===== config.mk =====
export PLATFORM = sky130hd
export DESIGN_NAME = uart_tx_cfg
export DESIGN_NICKNAME = d
export VERILOG_FILES = /design/src/rtl/uart_tx_cfg.sv
export SDC_FILE = /design/constraint.sdc
export NUM_CORES = 1
export LEC_CHECK = 0
export CAP_MARGIN = 20
export CORE_ASPECT_RATIO = 1.4
export CORE_MARGIN = 2
export CORE_UTILIZATION = 55
export DETAILED_ROUTE_END_ITERATION = 8
export GPL_TIMING_DRIVEN = 1
export HOLD_SLACK_MARGIN = 0.03
export PLACE_DENSITY_LB_ADDON = 0.2
export SLEW_MARGIN = 25
export SYNTH_ARGS = -nofsm -noshare
export SYNTH_HDL_FRONTEND = slang
export SYNTH_SLANG_ARGS = --single-unit

===== constraint.sdc =====
create_clock -name clkIN -period 1.95 [get_ports clkIN]
set_input_delay 0.4875 -clock clkIN [delete_from_list [all_inputs] [get_ports clkIN]]
set_output_delay 0.4875 -clock clkIN [all_outputs]
set_load 0.02 [all_outputs]

===== src/rtl/uart_tx_cfg.sv =====
// Configurable UART transmitter: start bit, DATA_BITS data bits sent LSB first,
// optional even/odd parity and one or two stop bits, each held CLKS_PER_BIT cycles.
module uart_tx_cfg #(
  parameter int DATA_BITS    = 8,
  parameter int PARITY       = 0,
  parameter int STOP_BITS    = 1,
  parameter int CLKS_PER_BIT = 16
) (
  input  logic                 clkIN,
  input  logic                 resetIN,
  input  logic [DATA_BITS-1:0] dataIN,
  input  logic                 sendIN,
  output logic                 txOUT,
  output logic                 nBusyOUT,
  output logic                 doneOUT
);

  if (DATA_BITS < 5 || DATA_BITS > 9) begin : g_bad_data_bits
    $error("uart_tx_cfg: DATA_BITS must be 5..9");
  end
  if (PARITY < 0 || PARITY > 2) begin : g_bad_parity
    $error("uart_tx_cfg: PARITY must be 0, 1 or 2");
  end
  if (STOP_BITS < 1 || STOP_BITS > 2) begin : g_bad_stop_bits
    $error("uart_tx_cfg: STOP_BITS must be 1 or 2");
  end
  if (CLKS_PER_BIT < 2 || CLKS_PER_BIT > 65535) begin : g_bad_clks_per_bit
    $error("uart_tx_cfg: CLKS_PER_BIT must be 2..65535");
  end

  localparam int TW = $clog2(CLKS_PER_BIT);
  localparam int BW = $clog2(DATA_BITS + 1);
  localparam logic [TW-1:0] T_LAST = TW'(CLKS_PER_BIT - 1);
  localparam logic [BW-1:0] D_LAST = BW'(DATA_BITS - 1);
  localparam logic [BW-1:0] S_LAST = BW'(STOP_BITS - 1);

  typedef enum logic [2:0] {
    ST_IDLE   = 3'd0,
    ST_START  = 3'd1,
    ST_DATA   = 3'd2,
    ST_PARITY = 3'd3,
    ST_STOP   = 3'd4
  } state_t;

  function automatic logic calc_parity(input logic [DATA_BITS-1:0] d);
    if (PARITY == 2) begin
      return ~(^d);
    end else begin
      return ^d;
    end
  endfunction

  state_t                 state_q;
  logic                   tx_q;
  logic                   nbusy_q;
  logic                   done_q;
  logic                   armed_q;
  logic [TW-1:0]          timer_q;
  logic [BW-1:0]          bitcnt_q;
  logic [DATA_BITS-1:0]   shift_q;
  logic                   par_q;
  logic                   parity_d;
  logic                   bit_end_s;

  assign parity_d  = calc_parity(dataIN);
  assign bit_end_s = (timer_q == T_LAST);

  // Frame sequencer: the bit timer runs in every non-idle state and wraps at each bit boundary.
  always_ff @(posedge clkIN or posedge resetIN) begin
    if (resetIN) begin
      state_q  <= ST_IDLE;
      tx_q     <= 1'b1;
      nbusy_q  <= 1'b1;
      done_q   <= 1'b0;
      armed_q  <= 1'b1;
      timer_q  <= '0;
      bitcnt_q <= '0;
      shift_q  <= '0;
      par_q    <= 1'b0;
    end else begin
      done_q <= 1'b0;
      if (!sendIN) begin
        armed_q <= 1'b1;
      end
      if (state_q != ST_IDLE) begin
        timer_q <= bit_end_s ? '0 : timer_q + TW'(1);
      end
      case (state_q)
        ST_IDLE: begin
          if (sendIN && armed_q) begin
            shift_q  <= dataIN;
            par_q    <= parity_d;
            tx_q     <= 1'b0;
            nbusy_q  <= 1'b0;
            timer_q  <= '0;
            armed_q  <= 1'b0;
            state_q  <= ST_START;
          end
        end
        ST_START: begin
          if (bit_end_s) begin
            tx_q     <= shift_q[0];
            shift_q  <= {1'b0, shift_q[DATA_BITS-1:1]};
            bitcnt_q <= '0;
            state_q  <= ST_DATA;
          end
        end
        ST_DATA: begin
          if (bit_end_s) begin
            if (bitcnt_q == D_LAST) begin
              bitcnt_q <= '0;
              if (PARITY != 0) begin
                tx_q    <= par_q;
                state_q <= ST_PARITY;
              end else begin
                tx_q    <= 1'b1;
                state_q <= ST_STOP;
              end
            end else begin
              bitcnt_q <= bitcnt_q + BW'(1);
              tx_q     <= shift_q[0];
              shift_q  <= {1'b0, shift_q[DATA_BITS-1:1]};
            end
          end
        end
        ST_PARITY: begin
          if (bit_end_s) begin
            tx_q     <= 1'b1;
            bitcnt_q <= '0;
            state_q  <= ST_STOP;
          end
        end
        ST_STOP: begin
          if (bit_end_s) begin
            if (bitcnt_q == S_LAST) begin
              bitcnt_q <= '0;
              nbusy_q  <= 1'b1;
              done_q   <= 1'b1;
              state_q  <= ST_IDLE;
            end else begin
              bitcnt_q <= bitcnt_q + BW'(1);
            end
          end
        end
        default: begin
          tx_q     <= 1'b1;
          nbusy_q  <= 1'b1;
          timer_q  <= '0;
          bitcnt_q <= '0;
          state_q  <= ST_IDLE;
        end
      endcase
    end
  end

  assign txOUT    = tx_q;
  assign nBusyOUT = nbusy_q;
  assign doneOUT  = done_q;

endmodule

# Word-level counts from Yosys, hierarchy flattened
# Index checks and enable logic that the tools add are counted.
# word_totals
ff_bits	23
input_bits	11
# op_classes
add_sub_neg	2
n_eq_ne	15
muxes	38
bitwise_logic	3
reduce_logical	13
# ops
operator	n
2-to-1 mux 4 bit	8
2-to-1 mux 8 bit	4
case mux 8 bit (3 select lines)	1
2-to-1 mux 3 bit	7
inequality test 2 bit (second input constant)	8
case mux 4 bit (4 select lines)	1
case mux 3 bit (5 select lines)	1
2-to-1 mux 1 bit	13
AND reduction 5 bit	2
adder 4 x 1 -> 4 bit (second input constant)	2
case mux 4 bit (2 select lines)	1
AND reduction 4 bit	2
AND reduction 7 bit	1
== test 3 x 2 -> 1 bit (second input constant)	2
nonzero test 3 bit	2
case mux 1 bit (5 select lines)	1
== test 4 x 3 -> 1 bit (second input constant)	1
== test 4 bit (second input constant)	1
zero test 4 bit	1
OR reduction 4 bit	1
== test 3 x 1 -> 1 bit (second input constant)	1
== test 3 bit (second input constant)	1
zero test 3 bit	1
NOT 1 bit	3
other kinds (5)	5

# Depth between registers and ports, before layout
# logic_depth
ltp_word	5
depth_mapped	6

# Worst setup path after synthesis
# Ideal clock, no wire load.
# synth_timing
kind	reg-to-reg
from	register timer_q[0]
to	register shift_q[0]
setup_ps	125
t_arrival_ps	1536
path_slack_ps	288
path_stages_with_launch	7
n_path_buf	1
period_less_slack_ps	1662
path_cell_list	dfrtp_1 ha_1 nand3_1 nor3_1 o21a_1 buf_6 mux2_4
# synth_via
elab_chain_cells	3
word_cells_on_any_way	4
cone_classes	eq/ne: 3; reduce/logical: 1
# synth_rtl
element	line_no	rtl
start, declared	58	logic [TW-1:0] timer_q;
start signal, assigned	86	timer_q <= bit_end_s ? '0 : timer_q + TW'(1);
== test 4 bit (*)	66	assign bit_end_s = (timer_q == T_LAST);
inequality test 2 bit (no line)	n/a	
AND reduction 5 bit (no line) (*)	n/a	
end signal, assigned	91	shift_q <= dataIN;
end signal, assigned	103	shift_q <= {1'b0, shift_q[DATA_BITS-1:1]};
end signal, assigned	122	shift_q <= {1'b0, shift_q[DATA_BITS-1:1]};
end, declared	60	logic [DATA_BITS-1:0] shift_q;
# Mark *: on every way between the ends. The rest lies on a longest branch, timed or not.
# A chain may end at the register's enable or synchronous reset.

# Worst setup path in the final report
# layout_timing
from	register timer_q[1]
to	register shift_q[0]
# The elaborated chain is that of the path after synthesis.

==> impl_metrics.csv <==
group,metric,value,unit
place,post_dp_cell_area,1550,µm²
sta,finalCriticalPeriod,1.82,ns
floorplanning,die-area,2880,µm²
power_and_ir_drop,swShare,20.8,%
routing,initialDrtViolationCount,26,
power_and_ir_drop,p_seq_share,65.4,%
sta,setup_viol,0,
synth,synth-seq-area-share,42.8,%
routing,avgRoutedWirePerCell,15.0,µm
worst_setup_path,crit_fanout,8,
layout,design_area,1580,µm²
sta,slew_headroom,71.8,%
sta,setup_ws,0.132,ns
worst_hold_path,hp-class,"in -> async",
clocking,holdBufCountCts,0,
routing,route.antenna.remaining_nets,0,
layout,multi_input_area,712,µm²
grt,grt_overflow,0,
sta,fmax,550,MHz
floorplanning,io-pin-count,14,
layout,drive_gt1_share,27.1,%
grt,antenna_found_initial,0,
worst_setup_path,crit_start,"timer_q[1]",
routing,wirelength,2450,µm
power_and_ir_drop,p_int,0.578,mW
sta,clock_skew,0.00723,ns
worst_setup_path,reg2reg_depth,6,
layout,fin_util,66.7,%
sta,finalCritPeriodShare,93.2,%
place,place_congestion,0.772,
power_and_ir_drop,p_clk_share,29.9,%
grt,grt_pass1_wl,4400,µm
clocking,cts_buffer_depth,2,
floorplanning,fp-row-count,21,
layout,fin_nets,155,
synth,ys_ff_latch,23,
worst_setup_path,cp-end-kind,"register",
sta,tightest_slew,0.423,ns
synth,syn_area,1350,µm²
worst_setup_path,required,2.15,ns
synth,syn_nets,134,
layout,synthToLayoutAreaGrowth,16.5,%
layout,instances_no_fill,163,
place,portBuffers,13,
layout,fillers,184,
place,dpl.hpwl,1920,µm
clocking,clock_sinks,23,
sta,drv_slew,0,
sta,timing.setup.tns,0,ns
worst_setup_path,cp-start-kind,"register",
worst_setup_path,cp.arrival,2.02,ns
sta,hold_violations,0,
routing,drc_errors,0,
worst_setup_path,rr_endpoint,"shift_q[0]",
clocking,htree_levels,1,
floorplanning,die_w,45.9,µm
clocking,tritoncts,"built",
worst_setup_path,reg2reg_from,"timer_q[1]",
layout,diodes,0,
clocking,numCtsBuffers,3,
power_and_ir_drop,p_leak,0.717,nW
power_and_ir_drop,power_frac_comb,4.6,%
clocking,root_buffer,"clkbuf_4",
synth,yosysUniqueCellTypes,45,
worst_setup_path,critical_path_class,"reg -> reg",
run,drv_cap,0,
power_and_ir_drop,max-vdd-ir-drop,0.405,mV
layout,regArea,579,µm²
power_and_ir_drop,power_density,463,nW/µm²
grt,grt_max_degree,24,
power_and_ir_drop,switchingPower,0.152,mW
grt,grt_pass1_vias,1012,
grt,grt_use_total,20.3,%
routing,avgViaCountPerCell,6.08,
power_and_ir_drop,totalPowerFinal,0.729,mW
synth,synth_cells,120,
floorplanning,core_area,2360,µm²
clocking,insertion_delay,0.31,ns
place,dp_cells,159,
worst_setup_path,timing.reg2reg.setup_slack,0.13,ns
outcome,run_status,"completed",
clocking,clkSlewWorstSetupHoldPaths,0.13,ns
floorplanning,start_util,57.2,%
routing,drt_pre_antenna_iters,4,
sta,rsz0062_at_grt,"false",
sta,hold_ws,0.498,ns
synth,yosysWarnings,0,
place,dp_slack,-0.0763,ns
floorplanning,die_h,62.7,µm
routing,vias,991,
synth,avgSynthCellArea,11.3,µm²
==> cell usage after synthesis, drive strengths merged <==
master  instances  area share [%]
a21o            1            0.55
o22ai           1             1.5
o311ai          1            0.65
and3            1            0.46
mux2i           1            0.74
o21a            2             1.1
o221ai          1             1.1
nand4           2            0.92
dfrtp          20              37
nor3b           2             1.1
o32ai           1            0.65
nand3b          1            0.55
a31oi           2            0.92
nor2b           1            0.46
a2111o          1            0.83
o31ai           1            0.55
inv             6             1.7
a22o            1            0.65
maj3            1            0.83
o21ai           3             1.1
dfstp           3             5.8
or3b            1            0.83
a32o            2             1.5
or2             1            0.46
nor3            2            0.74
a21oi           7             2.6
a211oi          1            0.55
nand3           7             3.0
nand2           5             1.4
nor2            8             3.3
nand2b          3             1.4
mux2           15              15
and3b           1            0.65
xnor2           3             2.5
ha              3             2.8
o211ai          1            0.55
buf             6             3.3
xor2            1            0.65
==> sequential cells by signal, indices dropped and copies added, names as in the netlist <==
name / count
armed_q: 1
bitcnt_q: 4
doneOUT: 1
nBusyOUT: 1
shift_q: 8
state_q: 3
timer_q: 4
txOUT: 1
==> cells in the final DEF (no fill, tap or decap), drive strengths merged, types with 2 or more instances in the layout <==
cell type and count:
nor3b 2, dfrtp 20, nand4 2, buf 9, nor2 8, o21ai 3
clkbuf 4, nand2 5, mux2 15, a32o 2, clkdlybuf4s50 11, dfstp 3
nand3 7, a21oi 7, nor3 2, dlygate4sd2 2, a31oi 2, inv 6
xnor2 3, ha 3, nand2b 3, o21a 2
==> power groups by stage <==
stage	Sequential (mW)	Clock [mW]	Combinational [mW]
3_3_place_gp	0.486	0	0.0340
2_1_floorplan	0.486	0	0.00861
4_1_cts	0.477	0.223	0.0348
5_1_grt	0.477	0.255	0.0378
6_report	0.477	0.218	0.0339
3_5_place_dp	0.486	0	0.0348
==> what timing repair did <==
item	4_1_cts	5_1_grt
endpoints found under the setup margin	2	8
resized for setup	2	1
setup buffers	0	0
==> worst max path at each step <==
stage	slack, ns	end
after global routing	0.01	shift_q[3]
after CTS	0.12	shift_q[7]
after floorplan	0.29	shift_q[0]
after detailed placement	-0.08	shift_q[7]
after global placement	-0.04	shift_q[3]
final	0.13	shift_q[0]
==> area by class of cell <==
class | count | area share, %
clock buffers | 4 | 1.67
inverters | 6 | 1.43
multi-input cells | 85 | 45.2
flip-flops and latches | 23 | 36.7
well taps | 23 | 1.83
repair buffers | 22 | 13.2
==> cell families (layout without fill, tap and decap cells) <==
family / after synthesis / after routing / synth area share [%]
flops: 23 / 23 / 42.8
compound gates: 26 / 26 / 14.8
fa+ha+maj: 4 / 4 / 3.60
mux: 16 / 16 / 15.4
simple gates: 35 / 35 / 15.3
xor+xnor: 4 / 4 / 3.14
buf+inv: 12 / 32 / 4.99
==> layer usage <==
metal	GRT usage, %	share of wire (%)	vias to the layer above	wire length, µm
met4	8.21	1.4	0	34
met1	27.4	43	486	1060
met5	0	0	-	0
met2	31.4	52	27	1290
met3	3.18	3.1	4	75
li1	-	-	474	-
==> critical path: stages, from the launching register on <==
cell	delay [ns]
dfrtp_1	0.40
ha_1	0.25
nand3_1	0.20
nor3_2	0.22
o21a_1	0.20
buf_12	0.15
mux2_4	0.29
No activity file was read; power rests on OpenSTA's default activity.
